### src/rtl/uart_pkg.sv
// uart_pkg: types and constants shared by the UART receive path.
package uart_pkg;
    localparam int UART_DATA_WIDTH = 8;
    typedef enum logic {FLOW_GO, FLOW_STOP} flow_state_t;
endpackage

### src/rtl/uart_fifo_mem.sv
// uart_fifo_mem: DEPTH x DATA_WIDTH storage, one write port, asynchronous read port, no reset.
module uart_fifo_mem #(
    parameter int DATA_WIDTH = 8,
    parameter int DEPTH = 16
) (
    input  logic                     clock,
    input  logic                     we,
    input  logic [$clog2(DEPTH)-1:0] waddr,
    input  logic [DATA_WIDTH-1:0]    wdata,
    input  logic [$clog2(DEPTH)-1:0] raddr,
    output logic [DATA_WIDTH-1:0]    rdata
);
    logic [DATA_WIDTH-1:0] mem [DEPTH];
    always_ff @(posedge clock)
        if (we) mem[waddr] <= wdata;
    assign rdata = mem[raddr];
endmodule

### src/rtl/uart_rx_fifo.sv
// uart_rx_fifo: first-word-fall-through receive FIFO behind uart_rx with RTS hysteresis and sticky overrun.
module uart_rx_fifo
    import uart_pkg::*;
#(
    parameter int DATA_WIDTH = UART_DATA_WIDTH,
    parameter int DEPTH = 16,
    parameter int AFULL_LEVEL = 12,
    parameter int AEMPTY_LEVEL = 4
) (
    input  logic                   clock,
    input  logic                   reset,
    input  logic [DATA_WIDTH-1:0]  in_data,
    input  logic                   in_valid,
    output logic [DATA_WIDTH-1:0]  out_data,
    output logic                   out_valid,
    input  logic                   out_ready,
    output logic [$clog2(DEPTH):0] level,
    output logic                   rts_n,
    output logic                   overrun,
    input  logic                   overrun_clear
);
    localparam int AW = $clog2(DEPTH);
    localparam logic [AW:0] LVL_FULL = (AW+1)'(DEPTH);
    localparam logic [AW:0] LVL_AFULL = (AW+1)'(AFULL_LEVEL);
    localparam logic [AW:0] LVL_AEMPTY = (AW+1)'(AEMPTY_LEVEL);
    logic [AW-1:0] rd_ptr, wr_ptr;
    logic [DATA_WIDTH-1:0] rd_data;
    logic full, pop, push, drop;
    flow_state_t flow_state;
    always_comb begin
        out_valid = level != '0;
        full = level == LVL_FULL;
        pop = out_valid & out_ready;
        push = in_valid & (~full | pop);
        drop = in_valid & full & ~pop;
        out_data = out_valid ? rd_data : '0;
    end
    always_ff @(posedge clock or negedge reset)
        if (!reset) begin
            rd_ptr <= '0;
            wr_ptr <= '0;
            level <= '0;
            overrun <= 1'b0;
        end else begin
            if (push) wr_ptr <= wr_ptr + 1'b1;
            if (pop) rd_ptr <= rd_ptr + 1'b1;
            if (push != pop) level <= push ? level + 1'b1 : level - 1'b1;
            // a fresh drop outranks a clear on the same edge
            overrun <= drop ? 1'b1 : overrun_clear ? 1'b0 : overrun;
        end
    always_ff @(posedge clock or negedge reset)
        if (!reset) begin
            flow_state <= FLOW_GO;
            rts_n <= 1'b0;
        end else if (flow_state == FLOW_GO && level >= LVL_AFULL) begin
            flow_state <= FLOW_STOP;
            rts_n <= 1'b1;
        end else if (flow_state == FLOW_STOP && level <= LVL_AEMPTY) begin
            flow_state <= FLOW_GO;
            rts_n <= 1'b0;
        end
    uart_fifo_mem #(.DATA_WIDTH(DATA_WIDTH), .DEPTH(DEPTH)) u_mem (
        .clock(clock),
        .we(push),
        .waddr(wr_ptr),
        .wdata(in_data),
        .raddr(rd_ptr),
        .rdata(rd_data)
    );
endmodule

### config.mk
export PLATFORM = sky130hd
export DESIGN_NAME = uart_rx_fifo
export DESIGN_NICKNAME = d
export VERILOG_FILES = /design/src/rtl/uart_pkg.sv /design/src/rtl/uart_fifo_mem.sv /design/src/rtl/uart_rx_fifo.sv
export SDC_FILE = /design/constraint.sdc
export NUM_CORES = 1
export LEC_CHECK = 0
export CELL_PAD_IN_SITES_DETAIL_PLACEMENT = 1
export CELL_PAD_IN_SITES_GLOBAL_PLACEMENT = 1
export CORE_ASPECT_RATIO = 0.6
export CORE_MARGIN = 1.5
export CORE_UTILIZATION = 55
export CTS_CLUSTER_DIAMETER = 60
export DETAILED_ROUTE_END_ITERATION = 6
export PLACE_DENSITY = 0.85
export SYNTH_ARGS = -nofsm -noshare
export SYNTH_HDL_FRONTEND = slang
export SYNTH_SLANG_ARGS = --single-unit
### constraint.sdc
create_clock -name clock -period 7.3 [get_ports clock]
set_clock_uncertainty 0.05 [all_clocks]
set_input_delay 0.73 -clock clock [delete_from_list [all_inputs] [get_ports clock]]
set_output_delay 0.73 -clock clock [all_outputs]
set_load 0.01 [all_outputs]
==> results of run 1 <==
## layout by cell type (no fill, tap or decap), drive strengths merged, types with 5 or more instances in the layout
cell type,n
mux2i,10
nor4,5
nand2,8
xnor2,8
clkdlybuf4s50,28
mux2,11
a21oi,12
nor2,6
edfxtp,128
buf,10
mux4,32
clkbuf,17
inv,18
and3,5
ha,9
dfrtp,15
o21ai,11
## kinds of logic after synthesis
family / Yosys count / share of synthesized area
AO/OA/AOI/OAI: 29 / 0.0297
adder cells (fa/ha/maj): 10 / 0.0226
buffers and inverters: 29 / 0.0205
multiplexers: 53 / 0.161
XOR/XNOR: 9 / 0.0134
AND/OR/NAND/NOR: 37 / 0.0333
flip-flops: 143 / 0.719
## area by class of cell
cell class	count	area (µm²)	share of cell area
flip-flops and latches	143	4220	0.605
clock inverters	15	208	0.0298
repair buffers	38	355	0.0509
inverters	13	48.8	0.00699
multi-input cells	138	1550	0.222
clock buffers	17	425	0.0610
well taps	135	169	0.0242
## worst paths after layout
path / cells after the start / to / from / slack [ns]
setup / recovery: 5 / out_data[5] / rd_ptr[1] / 3.22
hold / removal: 2 / flow_state / flow_state / 0.48
setup reg to reg: 8 / level[4] / level[0] / 3.85
hold reg to reg: 2 / flow_state / flow_state / 0.48
max in group asynchronous: 1 / rd_ptr[1] / reset / 5.96
min in group asynchronous: 1 / wr_ptr[0] / reset / 0.70
## sequential cells by signal, summed over array words and instances (netlist names)
| register | flops |
|---|---|
| level | 5 |
| wr_ptr | 4 |
| u_mem.mem | 128 |
| overrun | 1 |
| rd_ptr | 4 |
| flow_state | 1 |
## report_power, final
part | internal (µW) | switching, µW | total (µW) | leakage [µW]
Combinational | 455 | 429 | 885 | 0.000745
Sequential | 1000 | 152 | 1160 | 0.00133
Clock | 577 | 358 | 936 | 0.000304
Total | 2040 | 940 | 2980 | 0.00238
## stage by stage
stage | hold slack [ns] | util | cells | instance area, µm²
floorplan | 0.384 | - | 310 | 5860
global placement | 0.449 | 0.627 | 467 | 6340
detailed placement | 0.479 | 0.627 | 467 | 6340
CTS | 0.488 | 0.689 | 499 | 6980
global route | 0.540 | 0.689 | 499 | 6980
finish | 0.484 | 0.689 | 499 | 6980
## cells in the mapped netlist
cell type / instances / area [µm²]
o21a_1: 1 / 7.51
a221o_1: 1 / 10.0
nand2b_1: 1 / 6.26
nor4_1: 5 / 31.3
a22oi_2: 1 / 12.5
nor2_1: 6 / 22.5
nand3b_1: 1 / 7.51
o32ai_1: 1 / 8.76
inv_1: 12 / 45.0
o211ai_1: 1 / 7.51
a21oi_1: 12 / 60.1
dfrtp_1: 15 / 375
buf_1: 1 / 3.75
ha_1: 9 / 113
xor2_1: 1 / 8.76
edfxtp_1: 128 / 3840
o21ai_2: 1 / 8.76
buf_2: 9 / 45.0
nand3_1: 4 / 20.0
and3_1: 5 / 31.3
mux4_2: 32 / 721
nor3_1: 4 / 20.0
and2_1: 1 / 6.26
inv_2: 1 / 3.75
a32oi_1: 1 / 8.76
nand2_1: 8 / 30.0
o21ai_0: 10 / 50.1
fa_1: 1 / 20.0
mux2_2: 9 / 101
clkbuf_1: 6 / 22.5
mux2_1: 2 / 22.5
nand4_2: 1 / 12.5
xnor2_1: 8 / 70.1
mux2i_1: 10 / 100
or4_1: 1 / 7.51
## worst max-delay path, stage by stage (launching register included)
cell and delay, ns:
dfrtp_2 1.00, mux4_2 0.63, mux2_2 0.29, o21ai_0 0.27
a21oi_1 0.10, clkdlybuf4s50_1 0.54
## metal layers
metal	part of all wire	GRT usage
met5	0	0
met4	0.013	0.0870
met3	0.075	0.0714
met2	0.50	0.445
met1	0.42	0.403
==> results.toml, run 1 <==
[status]
run_status = "finished clean"

[global_route]
grt_pass1_wl_um = 22200
globalRouteTotalUtil = 0.286
antenna_found_initial = 0
largest_net_degree_at_the_start_of_global_routing = 36
globalRouteOverflowTotal = 0
first_global_vias = 3481

[clocking]
worst_setup_hold_path_clk_slew_ns = 0.06
clockRootBuffer = "clkbuf_16"
cts_tree = "built"
h-tree-depth = 4
cts.repair.resized = 0
clock_sinks = 143
post-cts-setup-buffer-count = 0
holdBufCountCts = 0
cts_inserted_buffers = 17
clock_path_buffers = 2
worst_skew_pair.late_latency_ns = 0.43

[placed_design]
finalWeightedCongestion = 0.828
dp_worst_setup_slack_ns = 3.64
hpwlAfterDp_um = 8890
port-buffer-count = 28

[floorplanning]
core_area_mm2 = 0.0101
die_h_um = 83.0
die_area_mm2 = 0.0113
row_count = 28
floorplan.initialDensity = 0.579
io_pins = 29
die_w_um = 136

[worst_setup_path]
critPathKind = "flip-flop to output port"
worst_ep_arrival_time_ns = 3.30
setup.worst_path.end_class = "output port"
worst-path-max-fanout = 35
cp.required_ns = 6.52
worst_setup_path_start_kind = "flip-flop"

[synth]
synthCells = 310
synth.cell_area_mm2 = 0.00586
syn_avg_cell_area_um2 = 18.9
synth_seq_area_share = 0.719
syn-num-nets = 333
ys_types = 35
ys_seq_elements = 143
number_of_synthesis_warnings = 0

[route]
routed-via-count = 3186
drtAntennaViolNets = 0
detail_route.wl_per_cell_um = 29.1
route.detailed.vias_per_inst = 6.38
drt_iter0_drc = 265
drtPass1Iterations = 4
drt_drc_violations_left = 0
routed_wl_um = 14500

[timing]
finalHoldViolCount = 0
final.setup.tns_ns = 0
slew_violations = 0
setup_viol = 0
worst_slew_pin_slew_ns = 1.07
worst_slew_margin_rel = 0.287
grt_setup_unrepaired = "false"
layout_setup_ws_ns = 3.22
shortest_clock_period_the_worst_path_allows_after_layout_ns = 4.08
fin_crit_sh = 0.558
clock.fmax_mhz = 245

[power]
irDropWorstVdd_mv = 0.393
totalPowerFinal_uw = 2980
cellLeakagePower_uw = 0.00238
cellPowerDensity_mw_per_mm2 = 427

[hold_path]
hold_crit_class = "flip-flop to flip-flop"

[cells_and_area]
fillerInstances = 820
layout.nets = 374
final_layout_size_suffix_gt1_frac = 0.250
syn2layout_area_growth_pct = 19.0
antenna-diode-count = 0

[run]
cap_viol_max_count = 0
(Power assumes the default switching activity.)
==> run 2: changes to the inputs <==
CORE_UTILIZATION = 47   (was 55)
PLACE_DENSITY = 0.77   (was 0.85)
clock period = 3.6 ns   (was 7.3 ns; I/O delays follow)
==> results.toml, run 2 (synthesis gave the netlist of run 1 again) <==
[timing]
final.setup.tns_ns = 0
grt_setup_unrepaired = "false"
shortest_clock_period_the_worst_path_allows_after_layout_ns = 3.32
slew_violations = 0
worst_slew_pin_slew_ns = 0.790
worst_slew_margin_rel = 0.472
setup_viol = 0
finalHoldWorstSlack_ns = 0.344
fin_crit_sh = 0.922
finalHoldViolCount = 0
clock.fmax_mhz = 301

[global_route]
largest_net_degree_at_the_start_of_global_routing = 28
grt_pass1_wl_um = 20300
first_global_vias = 3366
globalRouteTotalUtil = 0.224
globalRouteOverflowTotal = 0
antenna_found_initial = 0

[worst_setup_path]
crit_path_max_incr_delay_ns = 0.58
crit_path_cell_trace = "buf_4 > mux4_2 > mux2_2 > o21ai_0 > a21oi_1 > clkdlybuf4s50_1"
critPathKind = "flip-flop to output port"
setup.worst_path.end_class = "output port"
worst_ep_arrival_time_ns = 2.91
critical_path.startpoint = "rd_ptr[1]"
critical_path.reg2reg.startpoint = "level[1]"
worst_path_max_delay_cell = "mux4_2"
cp.required_ns = 3.19
reg2regPathDepth = 8
worst-path-max-fanout = 23
worst_setup_path_start_kind = "flip-flop"

[clocking]
worst_setup_hold_path_clk_slew_ns = 0.06
post-cts-setup-buffer-count = 0
h-tree-depth = 4
clockRootBuffer = "clkbuf_16"
clock_sinks = 143
worst_skew_pair.late_latency_ns = 0.42
cts_tree = "built"
cts_inserted_buffers = 17
holdBufCountCts = 0
cts.repair.resized = 0
clock_path_buffers = 2

[cells_and_area]
flip_flop_count_of_the_largest_register_all_copies_and_words_added = 128
final_area_mm2 = 0.00698
reg.largest.list = "u_mem.mem: 128 flops, level: 5 flops"
final_layout_size_suffix_gt1_frac = 0.259
layout.cells.most_common_list = "128 x edfxtp_1, 32 x mux4_2, 28 x clkdlybuf4s50_1"
layout.nets = 380
layout_commonest_cell = "edfxtp_1"
syn2layout_area_growth_pct = 18.9
antenna-diode-count = 0
largest-register = "u_mem.mem"

[route]
routed_wl_um = 13100
drt_iter0_drc = 219
detail_route.wl_per_cell_um = 24.5
drt_drc_violations_left = 0
drtAntennaViolNets = 0
route.detailed.vias_per_inst = 5.73
routed-via-count = 3068
drtPass1Iterations = 4

[placed_design]
finalWeightedCongestion = 0.785
hpwlAfterDp_um = 8190
port-buffer-count = 28
placement.cell_area_mm2 = 0.00643

[floorplanning]
floorplan.initialDensity = 0.485
die_area_mm2 = 0.0132
core_area_mm2 = 0.0121
row_count = 31
die_h_um = 89.5
die_w_um = 147
io_pins = 29

[power]
irDropWorstVdd_mv = 0.393
cellPowerDensity_mw_per_mm2 = 824
cellLeakagePower_uw = 0.00237

[run]
cap_viol_max_count = 0

[hold_path]
hold_crit_class = "primary input to asynchronous set/reset pin"

[status]
run_status = "finished clean"
==> run 2: cell types whose count changed in the layout (fill, tap and decap cells not counted) <==
cell and delta:
buf_4 +6, bufinv_16 -3, clkbuf_1 +2, clkinv_1 -1, clkinv_2 +3, clkinv_4 +1
clkinvlp_4 +1, inv_6 -2, inv_8 -1
==> run 2: layer usage <==
layer	vias up	global-route usage	share of wire
met5	-	0	0
met4	0	0.0827	0.016
met3	18	0.0526	0.044
met2	79	0.346	0.46
met1	1632	0.316	0.48
li1	1339	-	-
==> run 2: worst max-delay path, delay by kind of cell (launching register included) <==
family | cells | cell delay [ns]
buffers and inverters | 2 | 0.92
muxes | 2 | 0.87
DFF | 1 | 0.35
AOI/OAI and AO/OA | 2 | 0.33
==> run 2: final timing paths <==
check,endpoint,slack (ns)
setup / recovery,out_data[1],0.28
hold reg to reg,flow_state,0.50
setup reg to reg,level[4],0.29
hold / removal,wr_ptr[3],0.34
min in group clock,flow_state,0.50
max in group asynchronous,rd_ptr[1],2.61
==> run 2: area by class of cell <==
cell class	count	area (µm²)
Fill cell	1093	5130
Sequential cell	143	4220
Multi-Input combinational cell	138	1550
Clock buffer	19	433
Timing Repair Buffer	44	400
Tap cell	165	206
Clock inverter	13	116
Inverter	13	48.8
==> run 2: stage by stage <==
step | utilization | cells | setup WS [ns] | power (µW)
after global routing | 0.576 | 535 | 0.128 | 6030
final | 0.576 | 535 | 0.281 | 5750
after global placement | 0.531 | 503 | 0.456 | 4050
after floorplan | - | 310 | 0.779 | 3410
after detailed placement | 0.531 | 503 | 0.381 | 4130
after CTS | 0.576 | 535 | 0.223 | 5810
==> run 2: where the power goes <==
group | switching (µW) | total [µW] | internal, µW
combinational | 941 | 1880 | 936
sequential | 196 | 2230 | 2040
clock | 693 | 1640 | 950
total | 1830 | 5750 | 3920
==> run 3: changes to the inputs <==
CORE_UTILIZATION = 30   (was 47)
PLACE_DENSITY = 0.54   (was 0.77)
==> results.toml, run 3 (synthesis gave the netlist of run 1 again) <==
[status]
run_status = "finished clean"

[floorplanning]
die_w_um = 184
die_h_um = 111
floorplan.initialDensity = 0.307
core_area_mm2 = 0.0191
io_pins = 29
row_count = 39
die_area_mm2 = 0.0204

[timing]
clock.fmax_mhz = 306
worst_slew_margin_rel = 0.466
worst_slew_pin_slew_ns = 0.799
final.setup.tns_ns = 0
grt_setup_unrepaired = "false"
slew_violations = 0
finalHoldViolCount = 0
fin_crit_sh = 0.908
shortest_clock_period_the_worst_path_allows_after_layout_ns = 3.27
setup_viol = 0

[placed_design]
finalWeightedCongestion = 0.697
hpwlAfterDp_um = 8870
port-buffer-count = 28
placement.cell_area_mm2 = 0.00657

[worst_setup_path]
worst_setup_path_start_kind = "flip-flop"
critical_path.reg2reg.startpoint = "level[0]"
worst_ep_arrival_time_ns = 2.86
crit_path_max_incr_delay_ns = 0.58
crit_path_cell_trace = "buf_4 > mux4_2 > mux2_2 > o21ai_0 > a21oi_1 > clkdlybuf4s50_1"
critPathTopFamily = "multiplexers"
cp.required_ns = 3.19
cp.buffers_inverters = 2
critical_path.startpoint = "rd_ptr[1]"
critPathKind = "flip-flop to output port"
worst_path_max_delay_cell = "dfrtp_2"
worst-path-max-fanout = 12
setup.worst_path.end_class = "output port"

[clocking]
h-tree-depth = 4
holdBufCountCts = 0
post-cts-setup-buffer-count = 0
cts_inserted_buffers = 17
clockRootBuffer = "clkbuf_16"
cts_tree = "built"
clock_path_buffers = 2
worst_setup_hold_path_clk_slew_ns = 0.06
clock_sinks = 143
cts.repair.resized = 0
worst_skew_pair.late_latency_ns = 0.42

[power]
power_switching_uw = 1810
irDropWorstVdd_mv = 0.358
cellPowerDensity_mw_per_mm2 = 824
power.share.sequential = 0.382
cellLeakagePower_uw = 0.00241
share_of_power_burned_in_the_clock_network = 0.308
switching_share = 0.305
internal-power_uw = 4110
relative_contribution_of_combinational_cells_to_total_power = 0.311

[global_route]
largest_net_degree_at_the_start_of_global_routing = 28
grt_pass1_wl_um = 20500
first_global_vias = 3189
globalRouteTotalUtil = 0.144
globalRouteOverflowTotal = 0
antenna_found_initial = 0

[cells_and_area]
final_area_mm2 = 0.00719
layout.nets = 381
flip_flop_count_of_the_largest_register_all_copies_and_words_added = 128
final_layout_size_suffix_gt1_frac = 0.267
reg.largest.list = "u_mem.mem: 128 flops, level: 5 flops"
syn2layout_area_growth_pct = 22.6
layout.cells.most_common_list = "128 x edfxtp_1, 32 x mux4_2, 28 x clkdlybuf4s50_1"
fillerInstances = 1898
antenna-diode-count = 0
largest-register = "u_mem.mem"
layout_commonest_cell = "edfxtp_1"

[route]
routed-via-count = 3058
route.detailed.vias_per_inst = 4.80
drt_iter0_drc = 173
drt_drc_violations_left = 0
drtAntennaViolNets = 0
drtPass1Iterations = 4
routed_wl_um = 13600
detail_route.wl_per_cell_um = 21.3

[run]
cap_viol_max_count = 0

[hold_path]
hold_crit_class = "primary input to asynchronous set/reset pin"
-- run 3: cell types whose count changed in the layout (fill, tap and decap cells not counted) --
cell / delta
clkbuf_1: -2
inv_6: -1
buf_12: +1
clkinv_2: -1
bufinv_16: +2
clkbuf_8: +2
-- run 3: power by group through the flow --
stage	combinational, µW	clock [µW]	sequential (µW)
after floorplan	1240	0	2170
after global placement	1830	0	2280
after detailed placement	1860	0	2300
after CTS	1870	1860	2260
after global routing	2000	1930	2300
final	1840	1820	2260
-- run 3: worst register-to-register path, cell delays in order (launching register included) --
cell and delay [ns]:
dfrtp_1 0.47, or4_1 0.67, o21ai_2 0.28, inv_2 0.14, fa_1 0.44, nand3b_1 0.21, and2_1 0.17, a221o_1 0.34
o211ai_1 0.09
-- run 3: per-stage QoR --
| step | power [µW] | hold WS [ns] | instances | util | setup slack, ns |
|---|---|---|---|---|---|
| floorplan | 3410 | 0.0144 | 310 | - | 0.779 |
| global placement | 4120 | 0.424 | 605 | 0.344 | 0.689 |
| detailed placement | 4160 | 0.463 | 605 | 0.344 | 0.679 |
| CTS | 6000 | 0.354 | 637 | 0.377 | 0.273 |
| global route | 6230 | 0.395 | 637 | 0.377 | 0.137 |
| finish | 5920 | 0.356 | 637 | 0.377 | 0.333 |
-- run 3: path summary, 6_finish.rpt --
path | end | slack, ns | cells after the start
worst max-delay path | out_data[4] | 0.33 | 6
worst min register to register | overrun | 0.47 | 2
max in group asynchronous | rd_ptr[1] | 2.59 | 1
worst max register to register | level[4] | 0.66 | 8
worst min-delay path | level[2] | 0.36 | 1
min in group clock | overrun | 0.45 | 2
-- run 3: area by class of cell --
cell class | count | area, µm² | area share
clock buffers | 19 | 453 | 0.0630
flip-flops and latches | 143 | 4220 | 0.587
clock inverters | 13 | 163 | 0.0226
repair buffers | 45 | 420 | 0.0585
inverters | 13 | 48.8 | 0.00679
well taps | 266 | 333 | 0.0463
multi-input cells | 138 | 1550 | 0.216
-- run 3: layer usage --
layer  vias to the layer above  wire [µm]  GRT usage
li1                       1339          -          -
met1                      1632       7180      0.219
met2                        67       5670      0.192
met3                        20        503     0.0401
met4                         0        208     0.0525
met5                         -          0          0
